<file path="src/rtl/flip_candidate_sequencer_pkg.sv">
// Shared types and constants for the flip candidate sequencer.
// Selector write-enable codes, state encoding, slot index width.
package flip_candidate_sequencer_pkg;

    localparam int NSAT_DEF  = 3;
    localparam int NSAT_BITS = $clog2(NSAT_DEF);

    localparam logic [1:0] WREN_IDLE = 2'b00;
    localparam logic [1:0] WREN_SEL  = 2'b11;
    localparam logic [1:0] NO_SEL    = 2'b11;

    typedef enum logic [2:0] {
        S_IDLE,
        S_FETCH,
        S_WRITE,
        S_CAPTURE,
        S_EMIT
    } state_t;

    // Slot k is written with code k+1; the last slot doubles as select.
    function automatic logic [1:0] wren_of(
        input logic [NSAT_BITS-1:0] idx
    );
        return 2'(idx) + 2'd1;
    endfunction

endpackage

</file>
<file path="src/rtl/flip_candidate_sequencer_if.sv">
// Flip command handshake between the sequencer and its consumer.
// The sequencer is master; the flip executor is slave.
interface flip_candidate_sequencer_if #(
    parameter int MC = 20,
    parameter int VB = 16
);

    logic          flip_valid_o;
    logic          flip_ready_i;
    logic [VB-1:0] flip_var_o;
    logic [MC-1:0] flip_broken_bits_o;

    modport master (
        output flip_valid_o,
        output flip_var_o,
        output flip_broken_bits_o,
        input  flip_ready_i
    );

    modport slave (
        input  flip_valid_o,
        input  flip_var_o,
        input  flip_broken_bits_o,
        output flip_ready_i
    );

endinterface

</file>
<file path="src/rtl/flip_candidate_sequencer.sv">
// Drives the variable flip selector for one unsatisfied clause:
// fetch per-variable bits, write three slots, capture, emit a flip.
module flip_candidate_sequencer
    import flip_candidate_sequencer_pkg::*;
#(
    parameter int NSAT                     = 3,
    parameter int MAX_CLAUSES_PER_VARIABLE = 20,
    parameter int VAR_BITS                 = 16
) (
    input  logic                     clk,
    input  logic                     reset,
    input  logic                     clause_valid_i,
    output logic                     clause_ready_o,
    input  logic [NSAT*VAR_BITS-1:0] clause_vars_i,
    input  logic [NSAT-1:0]          clause_lits_valid_i,
    output logic                     fetch_req_o,
    output logic [VAR_BITS-1:0]      fetch_var_o,
    input  logic                     fetch_ack_i,
    input  logic [MAX_CLAUSES_PER_VARIABLE-1:0] fetch_broken_i,
    input  logic [MAX_CLAUSES_PER_VARIABLE-1:0] fetch_mask_i,
    output logic [MAX_CLAUSES_PER_VARIABLE-1:0] clause_broken_o,
    output logic [MAX_CLAUSES_PER_VARIABLE-1:0] mask_bits_o,
    output logic [NSAT-1:0]          break_values_valid_o,
    output logic [1:0]               wren_o,
    input  logic [1:0]               selected_i,
    input  logic [MAX_CLAUSES_PER_VARIABLE-1:0] clause_broken_bits_i,
    flip_candidate_sequencer_if.master flip,
    output logic                     no_candidate_o,
    output logic                     busy_o
);

    localparam int MC = MAX_CLAUSES_PER_VARIABLE;
    localparam int VB = VAR_BITS;
    localparam logic [NSAT_BITS-1:0] LAST_IDX =
        NSAT_BITS'(NSAT_DEF - 1);

    if (NSAT != NSAT_DEF) begin : g_bad_nsat
        $error("flip_candidate_sequencer: only NSAT=3 supported");
    end

    state_t                state_q;
    state_t                state_d;
    logic [NSAT*VB-1:0]    vars_q;
    logic [NSAT-1:0]       lits_q;
    logic [NSAT_BITS-1:0]  idx_q;
    logic [MC-1:0]         brk_q;
    logic [MC-1:0]         msk_q;
    logic [VB-1:0]         fvar_q;
    logic [MC-1:0]         fbits_q;
    logic [VB-1:0]         cur_var;
    logic                  cur_lit;

    assign cur_var = vars_q[idx_q*VB +: VB];
    assign cur_lit = lits_q[idx_q];

    assign break_values_valid_o    = lits_q;
    assign flip.flip_var_o         = fvar_q;
    assign flip.flip_broken_bits_o = fbits_q;
    assign busy_o                  = (state_q != S_IDLE);

    // State register.
    always_ff @(posedge clk) begin
        if (!reset) state_q <= S_IDLE;
        else        state_q <= state_d;
    end

    // Next state and per-state outputs.
    always_comb begin
        state_d           = state_q;
        clause_ready_o    = 1'b0;
        fetch_req_o       = 1'b0;
        fetch_var_o       = '0;
        clause_broken_o   = '0;
        mask_bits_o       = '0;
        wren_o            = WREN_IDLE;
        no_candidate_o    = 1'b0;
        flip.flip_valid_o = 1'b0;
        unique case (state_q)
            S_IDLE: begin
                clause_ready_o = 1'b1;
                if (clause_valid_i) state_d = S_FETCH;
            end
            S_FETCH: begin
                if (!cur_lit) begin
                    state_d = S_WRITE;
                end else begin
                    fetch_req_o = 1'b1;
                    fetch_var_o = cur_var;
                    if (fetch_ack_i) state_d = S_WRITE;
                end
            end
            S_WRITE: begin
                clause_broken_o = brk_q;
                mask_bits_o     = msk_q;
                wren_o          = wren_of(idx_q);
                state_d = (idx_q == LAST_IDX) ? S_CAPTURE
                                              : S_FETCH;
            end
            S_CAPTURE: begin
                if (selected_i == NO_SEL) begin
                    no_candidate_o = 1'b1;
                    state_d        = S_IDLE;
                end else begin
                    state_d = S_EMIT;
                end
            end
            S_EMIT: begin
                flip.flip_valid_o = 1'b1;
                if (flip.flip_ready_i) state_d = S_IDLE;
            end
            default: state_d = S_IDLE;
        endcase
    end

    // Clause latch, slot data, slot index and flip command registers.
    always_ff @(posedge clk) begin
        if (!reset) begin
            vars_q  <= '0;
            lits_q  <= '0;
            idx_q   <= '0;
            brk_q   <= '0;
            msk_q   <= '0;
            fvar_q  <= '0;
            fbits_q <= '0;
        end else begin
            unique case (state_q)
                S_IDLE: begin
                    if (clause_valid_i) begin
                        vars_q <= clause_vars_i;
                        lits_q <= clause_lits_valid_i;
                        idx_q  <= '0;
                    end
                end
                S_FETCH: begin
                    if (!cur_lit) begin
                        brk_q <= '0;
                        msk_q <= '0;
                    end else if (fetch_ack_i) begin
                        brk_q <= fetch_broken_i;
                        msk_q <= fetch_mask_i;
                    end
                end
                S_WRITE: begin
                    if (idx_q != LAST_IDX) idx_q <= idx_q + 1'b1;
                end
                S_CAPTURE: begin
                    if (selected_i != NO_SEL) begin
                        fvar_q  <= vars_q[selected_i*VB +: VB];
                        fbits_q <= clause_broken_bits_i;
                    end
                end
                default: ;
            endcase
        end
    end

endmodule

</file>
<file path="src/flat_wrapper.sv">
// flat-port wrapper written by rule: the top's interface ports become plain ports
module flip_candidate_sequencer_flat import flip_candidate_sequencer_pkg::*;
#(
    parameter int NSAT                     = 3,
    parameter int MAX_CLAUSES_PER_VARIABLE = 20,
    parameter int VAR_BITS                 = 16
)
  (clk, reset, clause_valid_i, clause_ready_o, clause_vars_i, clause_lits_valid_i, fetch_req_o, fetch_var_o, fetch_ack_i, fetch_broken_i, fetch_mask_i, clause_broken_o, mask_bits_o, break_values_valid_o, wren_o, selected_i, clause_broken_bits_i, no_candidate_o, busy_o, flip_flip_valid_o, flip_flip_var_o, flip_flip_broken_bits_o, flip_flip_ready_i);
  flip_candidate_sequencer_if #(.MC((20)), .VB((16))) flip_i ();
  input  logic clk;
  input  logic reset;
  input  logic clause_valid_i;
  output logic clause_ready_o;
  input  logic [NSAT*VAR_BITS-1:0] clause_vars_i;
  input  logic [NSAT-1:0] clause_lits_valid_i;
  output logic fetch_req_o;
  output logic [VAR_BITS-1:0] fetch_var_o;
  input  logic fetch_ack_i;
  input  logic [MAX_CLAUSES_PER_VARIABLE-1:0] fetch_broken_i;
  input  logic [MAX_CLAUSES_PER_VARIABLE-1:0] fetch_mask_i;
  output logic [MAX_CLAUSES_PER_VARIABLE-1:0] clause_broken_o;
  output logic [MAX_CLAUSES_PER_VARIABLE-1:0] mask_bits_o;
  output logic [NSAT-1:0] break_values_valid_o;
  output logic [1:0] wren_o;
  input  logic [1:0] selected_i;
  input  logic [MAX_CLAUSES_PER_VARIABLE-1:0] clause_broken_bits_i;
  output logic no_candidate_o;
  output logic busy_o;
  output wire logic [$bits(flip_i.flip_valid_o)-1:0] flip_flip_valid_o;
  output wire logic [$bits(flip_i.flip_var_o)-1:0] flip_flip_var_o;
  output wire logic [$bits(flip_i.flip_broken_bits_o)-1:0] flip_flip_broken_bits_o;
  input wire logic [$bits(flip_i.flip_ready_i)-1:0] flip_flip_ready_i;
  assign flip_flip_valid_o = flip_i.flip_valid_o;
  assign flip_flip_var_o = flip_i.flip_var_o;
  assign flip_flip_broken_bits_o = flip_i.flip_broken_bits_o;
  assign flip_i.flip_ready_i = flip_flip_ready_i;
  flip_candidate_sequencer #(.NSAT(NSAT), .MAX_CLAUSES_PER_VARIABLE(MAX_CLAUSES_PER_VARIABLE), .VAR_BITS(VAR_BITS)) u_core (.clk(clk), .reset(reset), .clause_valid_i(clause_valid_i), .clause_ready_o(clause_ready_o), .clause_vars_i(clause_vars_i), .clause_lits_valid_i(clause_lits_valid_i), .fetch_req_o(fetch_req_o), .fetch_var_o(fetch_var_o), .fetch_ack_i(fetch_ack_i), .fetch_broken_i(fetch_broken_i), .fetch_mask_i(fetch_mask_i), .clause_broken_o(clause_broken_o), .mask_bits_o(mask_bits_o), .break_values_valid_o(break_values_valid_o), .wren_o(wren_o), .selected_i(selected_i), .clause_broken_bits_i(clause_broken_bits_i), .flip(flip_i), .no_candidate_o(no_candidate_o), .busy_o(busy_o));
endmodule
</file>
<file path="config.mk">
export PLATFORM = sky130hd
export DESIGN_NAME = flip_candidate_sequencer_flat
export DESIGN_NICKNAME = d
export VERILOG_FILES = /design/src/rtl/flip_candidate_sequencer_pkg.sv /design/src/rtl/flip_candidate_sequencer_if.sv /design/src/rtl/flip_candidate_sequencer.sv /design/src/flat_wrapper.sv
export SDC_FILE = /design/constraint.sdc
export NUM_CORES = 1
export LEC_CHECK = 0
export CORE_UTILIZATION = 45
export CTS_BUF_LIST = sky130_fd_sc_hd__clkbuf_2
export DETAILED_ROUTE_END_ITERATION = 8
export PLACE_DENSITY = 0.82
export RECOVER_POWER = 100
export SLEW_MARGIN = 10
export SYNTH_ARGS = -nofsm -noshare
export SYNTH_HDL_FRONTEND = slang
export SYNTH_SLANG_ARGS = --single-unit
</file>
<file path="constraint.sdc">
create_clock -name clk -period 2.4 [get_ports clk]
set_input_delay 0.24 -clock clk [delete_from_list [all_inputs] [get_ports clk]]
set_output_delay 0.24 -clock clk [all_outputs]
set_load 0.02 [all_outputs]
</file>
==> results of run 1 <==
-- cell type report --
cell class | count | area share
tap | 168 | 0.0240
clock inverter | 12 | 0.0159
clock buffer | 19 | 0.0109
multi-input combinational | 481 | 0.324
inverter | 5 | 0.00214
sequential | 132 | 0.304
timing repair buffer | 295 | 0.319
-- power by group through the flow --
stage / Combinational (W) / Sequential, W / Clock [W]
2_1_floorplan: 0.000316 / 0.00237 / 0
3_3_place_gp: 0.000646 / 0.00238 / 0
3_5_place_dp: 0.000660 / 0.00238 / 0
4_1_cts: 0.000729 / 0.00234 / 0.00139
5_1_grt: 0.000836 / 0.00235 / 0.00149
6_report: 0.000779 / 0.00234 / 0.00137
-- metal layers --
| metal | wire (um) | part of all wire |
|---|---|---|
| met4 | 617 | 0.032 |
| met1 | 7680 | 0.40 |
| met3 | 1510 | 0.078 |
| met5 | 0 | 0 |
| met2 | 9460 | 0.49 |
-- state kept, by name, indices dropped and copies added, names as in the netlist --
name and count:
u_core.break_values_valid_o 3, u_core.brk_q 20, u_core.flip.flip_broken_bits_o 20, u_core.flip.flip_var_o 16
u_core.idx_q 2, u_core.msk_q 20, u_core.state_q 3, u_core.vars_q 48
-- what timing repair did --
item / CTS / global route
pin swaps: 4 / 4
resized for setup: 276 / 56
hold buffers: 22 / 19
endpoints found under the hold margin: 22 / 19
setup endpoints to repair: 63 / 60
buffers inserted: 13 / 7
gates cloned: 3 / 1
-- through the flow --
step / power, W / utilization / instances / area, um^2 / worst slack (ns)
2_1_floorplan: 0.00269 / - / 674 / 5640 / 0.378
3_3_place_gp: 0.00302 / 0.657 / 1018 / 7950 / 0.239
3_5_place_dp: 0.00304 / 0.657 / 1018 / 7950 / 0.215
4_1_cts: 0.00445 / 0.693 / 1087 / 8400 / -0.129
5_1_grt: 0.00468 / 0.723 / 1112 / 8760 / -0.103
6_report: 0.00449 / 0.723 / 1112 / 8760 / -0.0153
-- synthesized netlist by cell type (2+ instances only) --
cell type    n
nand2_1    160
clkbuf_1    36
a21boi_0     4
nand3_1      2
nor4b_2      2
nor3_1       2
buf_4        2
nor2_1      25
nor2b_1      3
buf_6        6
nor3b_1      2
a21oi_1    102
mux2i_1     32
buf_2       11
a22o_1      40
o22ai_1     15
and2_1      55
and3_1       2
o21ai_0     16
dfxtp_1    132
buf_1        3
inv_1        3
-- worst reg2reg max path, cell delays in order, from the launching register on --
cell and delay [ns]:
dfxtp_4 0.42, mux2_4 0.36, a22o_4 0.28, buf_6 0.14
buf_4 0.13, and3_1 0.21, buf_12 0.19, a22o_1 0.27
-- worst paths after layout --
| path | from | end | cells after the start |
|---|---|---|---|
| max | u_core.idx_q[0] | fetch_var_o[12] | 5 |
| max reg2reg | u_core.idx_q[0] | u_core.msk_q[17] | 7 |
| min reg2reg | u_core.flip.flip_broken_bits_o[2] | u_core.flip.flip_broken_bits_o[2] | 2 |
| min | clause_vars_i[45] | u_core.vars_q[45] | 3 |
-- cells by family after synthesis --
group / after synthesis / synth area share
muxes: 34 / 0.0615
adders and majority gates: 1 / 0.00222
DFF: 132 / 0.469
and+or+nand+nor: 259 / 0.211
AOI/OAI and AO/OA: 185 / 0.203
buffers and inverters: 63 / 0.0537
==> metrics.csv, run 1 <==
stage,metric,value,unit
status,status,"finished, violations left",
status,failed_checks,setup timing,
final_layout,layout_commonest_cell,nand2_1,
sta,final-hold-violation-count,0,
job,max_cap_viol_count,0,
route,drt-pass1-iter-count,5,
final_layout,antennaDiodeCount,0,
clock_tree,clock_tree.root_cell,clkbuf_2,
grt,maximum_number_of_pins_on_one_net_before_global_route_repair,64,
yosys,biggest_area_consumer_among_synthesized_cells,dfxtp_1,
route,drt-total-wl,19300,um
floorplan,rows,40,
grt,grt_util_all_layers,0.276,
yosys,synth_top_area_share,0.469,
pwr,ir_drop,0.283,mV
sta,slew-limit-headroom,0.407,
yosys,synth_edf_count,0,
clock_tree,clock_tree.htree_level_count,4,
yosys,post_synthesis_mean_instance_area,8.36,um^2
sta,worst_slack,-0.0153,ns
clock_tree,numCtsBuffers,17,
yosys,synth_nets,793,
pwr,sequential_share_of_power,0.521,
yosys,synth_seq_cells,132,
route,wl_per_cell,17.3,um
sta,timing.fmax,414,MHz
yosys,synthesis.yosys.warnings,0,
yosys,synth_area,5640,um^2
sta,min_period,2.42,ns
yosys,synth.yosys.seq_area_share,0.469,
grt,grt_antenna_before_repair,0,
placement,hpwl,11600,um
critical_path,r2r_slack,0.29,ns
grt,gr-usage-met3,0.0813,
route,final_antenna_net_count,0,
pwr,power_report.internal_total,0.00326,W
grt,most_utilized_layer_in_the_global_route_result,met2,
final_layout,multi_input_area,2840,um^2
sta,hold_slack,0.0605,ns
floorplan,ioPinCount,220,
critical_path,critical_path_peak_fanout,5,
final_layout,layout_common_cells,"159 x nand2_1, 156 x clkdlybuf4s50_1, 126 x dfxtp_1, 101 x a21oi_1, 42 x and2_1",
critical_path,timing.critical_path.cells,mux2_4 > a22o_4 > buf_6 > and2_4 > buf_6,
final_layout,fill_cells,920,
placement,numPortBuffers,219,
pwr,combinationalPowerShare,0.173,
yosys,netlist_top_cells_area,"dfxtp_1 47%, nand2_1 11%, a21oi_1 9.1%",
floorplan,initial_core_util,0.465,
critical_path,critical_path.max_stage_delay,0.42,ns
sta,timing_max_transition_violations_final,0,
clock_tree,clock_insertion_delay_worst_skew,0.74,ns
floorplan,core_region_area,12100,um^2
grt,grt_pass1_vias,5500,
final_layout,layout-drive-gt1-share,0.181,
critical_path,data_required_time_at_the_worst_endpoint,2.16,ns
pwr,power.leakage,3.51,nW
critical_path,critical_path_s_most_frequent_cell,buf_6,
sta,fin_setup_tns,-0.0536,ns
critical_path,worst-setup-path-type,reg -> out,
route,drt_drc_violations_left,0,
sta,report.final.setup_viol,5,
sta,layout_worst_path_cycle_share,1.01,
pwr,clock_power_share,0.305,
pwr,swShare,0.275,
floorplan,die_y,114,um
yosys,syn-instance-count,674,
clock_tree,tritoncts,built,
critical_path,worst_ep_arrival_time,2.18,ns
grt,met1_usage,0.330,
yosys,yosys_most_used_dff,dfxtp_1,
clock_tree,cts_buffer_depth,2,
critical_path,cp.buffers_inverters,2,
clock_tree,clock_sinks,132,
floorplan,die-area,13000,um^2
grt,grt_first_pass_wirelength,27600,um
sta,grt_setup_unrepaired,true,
critical_path,cp-start-kind,flop,
route,vias_per_cell,5.33,
yosys,synth.distinct_cells,41,
hold_path,hold_class,in -> reg,
placement,routabilityCongestion,0.812,
final_layout,area_growth_syn_to_layout,55.3,%
critical_path,crit_slowest_cell,dfxtp_4,
critical_path,worstSetupEndpointType,output port,
sta,worst-slew-pin-transition,0.890,ns
route,dr.first_iter.drc_count,409,
grt,globalRouteMet2Util,0.460,
final_layout,layout.nets,1051,
grt,grt_remaining_overflow,0,
clock_tree,clk_transition_reported_paths,0.19,ns
yosys,synthArstFlopShare,0,
floorplan,chipWidth,114,um
route,number_of_vias_in_the_routed_layout,5929,
pwr,total_switching_power,0.00123,W
final_layout,sequential_cell_area,2660,um^2
critical_path,critical-path-top-delay-family,flip-flops,
sta,timing.clock.skew,0.0386,ns
pwr,p_per_area,513,nW/um^2
No activity file was read; power rests on OpenSTA's default activity.
==> run 2, diff against run 1 <==
clock period = 2.45 ns   (was 2.4 ns; I/O delays follow)
==> metrics.csv, run 2 (synthesized netlist as in run 1, its figures left out) <==
stage,metric,value,unit,change
status,status,completed,,
critical_path,data_required_time_at_the_worst_endpoint,2.20,ns,+0.04 ns
final_layout,layout.nets,1006,,-4.3%
sta,final-hold-violation-count,0,,unchanged
final_layout,largest-register,u_core.vars_q,,
sta,timing_max_transition_violations_final,0,,unchanged
clock_tree,clock_insertion_delay_worst_skew,0.70,ns,-0.04 ns
critical_path,critical_path_peak_fanout,6,,+1
floorplan,die_y,114,um,unchanged
route,dr.first_iter.drc_count,378,,-7.6%
floorplan,core_region_area,12100,um^2,unchanged
grt,grt_antenna_before_repair,0,,unchanged
final_layout,area_growth_syn_to_layout,45.5,%,
floorplan,die-area,13000,um^2,unchanged
final_layout,layout_commonest_cell,nand2_1,,
pwr,power.leakage,3.31,nW,-5.8%
floorplan,ioPinCount,220,,unchanged
grt,maximum_number_of_pins_on_one_net_before_global_route_repair,64,,unchanged
sta,layout_worst_path_cycle_share,0.979,,
final_layout,largest_register_ffs,48,,unchanged
critical_path,reg2regPathDepth,7,,unchanged
final_layout,antennaDiodeCount,0,,unchanged
route,drt-pass1-iter-count,5,,unchanged
job,max_cap_viol_count,0,,unchanged
final_layout,fill_cells,993,,+7.9%
sta,min_period,2.40,ns,
final_layout,layout-drive-gt1-share,0.170,,-0.0111
route,wl_per_cell,16.5,um,-4.5%
route,drt_drc_violations_left,0,,unchanged
critical_path,worstSetupEndpointType,output port,,
grt,grt_remaining_overflow,0,,unchanged
clock_tree,clock_sinks,132,,unchanged
critical_path,worst_ep_arrival_time,2.15,ns,-0.03 ns
sta,report.final.setup_viol,0,,-5
final_layout,layout_common_cells,"159 x nand2_1, 156 x clkdlybuf4s50_1, 126 x dfxtp_1, 102 x a21oi_1, 48 x and2_1",,
critical_path,cp-start-kind,flop,,
hold_path,hold_class,in -> reg,,
placement,placedInstanceArea,7940,um^2,-0.16%
clock_tree,ctsHoldBuffers,0,,-100%
clock_tree,clk_transition_reported_paths,0.19,ns,about the same
clock_tree,numCtsBuffers,17,,unchanged
floorplan,initial_core_util,0.465,,unchanged
sta,worst-slew-pin-transition,1.06,ns,+0.172 ns
clock_tree,clock_tree.htree_level_count,4,,unchanged
floorplan,chipWidth,114,um,unchanged
hold_path,min_path_cells,3,,unchanged
floorplan,rows,40,,unchanged
sta,timing.fmax,417,MHz,
grt,grt_pass1_vias,5345,,-2.8%
route,final_antenna_net_count,0,,unchanged
route,number_of_vias_in_the_routed_layout,5645,,-4.8%
grt,grt_util_all_layers,0.264,,-0.0124
pwr,p_per_area,511,nW/um^2,-0.27%
placement,numPortBuffers,219,,unchanged
clock_tree,clock_tree.root_cell,clkbuf_2,,
placement,routabilityCongestion,0.801,,-1.4%
sta,timing.clock.skew,0.0348,ns,-0.00382 ns
pwr,ir_drop,0.243,mV,-14%
clock_tree,cts_buffer_depth,2,,unchanged
final_layout,final_design_area_no_fill,8200,um^2,-6.3%
route,vias_per_cell,5.29,,-0.87%
sta,hold_slack,0.0768,ns,+0.0163 ns
clock_tree,tritoncts,built,,
grt,grt_first_pass_wirelength,26500,um,-3.8%
final_layout,layout.core_utilization,0.677,,-0.0457
sta,slew-limit-headroom,0.292,,-0.114
route,drt-total-wl,17700,um,-8.3%
placement,hpwl,11500,um,-0.88%
sta,grt_setup_unrepaired,true,,
critical_path,worst-setup-path-type,reg -> out,,
## run 2: final timing paths
path              slack, ns                               from                            endpoint
setup / recovery       0.05                    u_core.idx_q[0]                      fetch_var_o[1]
hold / removal         0.08           clause_broken_bits_i[11]  u_core.flip.flip_broken_bits_o[11]
setup reg to reg       0.27                    u_core.idx_q[0]                    u_core.msk_q[19]
hold reg to reg        0.47  u_core.flip.flip_broken_bits_o[9]   u_core.flip.flip_broken_bits_o[9]
## run 2: cell type report
class | instances | area, um^2 | share of cell area
Multi-Input combinational cell | 481 | 2810 | 0.342
Sequential cell | 132 | 2670 | 0.325
Timing Repair Buffer | 250 | 2290 | 0.279
Tap cell | 168 | 210 | 0.0256
Clock inverter | 13 | 116 | 0.0142
Clock buffer | 19 | 95.1 | 0.0116
Inverter | 5 | 18.8 | 0.00229
## run 2: power by group
part / leakage [nW] / internal (W) / switching (W)
Combinational: 2.10 / 0.000356 / 0.000332
Clock: 0.136 / 0.000453 / 0.000764
Sequential: 1.08 / 0.00222 / 0.0000660
Total: 3.31 / 0.00303 / 0.00116
## run 2: worst max-delay path: stages (launching register included)
cell	delay [ns]
dfxtp_4	0.43
mux2_4	0.36
a22o_4	0.29
buf_6	0.14
and2_4	0.13
buf_6	0.12
## run 2: repair_timing
item                                   CTS  global route
endpoints found under the hold margin    0             0
resized for setup                      215            78
pin swaps                                3             3
setup buffers                           12             3
setup endpoints to repair               63            61
gates cloned                             2             1
## run 2: through the flow
stage                     setup slack [ns]  setup TNS, ns  total power, W  cells
final                               0.0511              0         0.00420   1068
after global routing               -0.0807         -0.418         0.00437   1068
after CTS                          -0.0192        -0.0619         0.00421   1064
after detailed placement             0.176              0         0.00298   1018
after global placement               0.324              0         0.00296   1018
after floorplan                      0.423              0         0.00264    674
## run 2: per-layer routing
layer  share of wire  vias up  global-route usage
li1                -     2720                   -
met5               0        -                   0
met4           0.024        0               0.118
met3           0.085       38              0.0675
met1            0.40     2608               0.315
met2            0.49      279               0.446
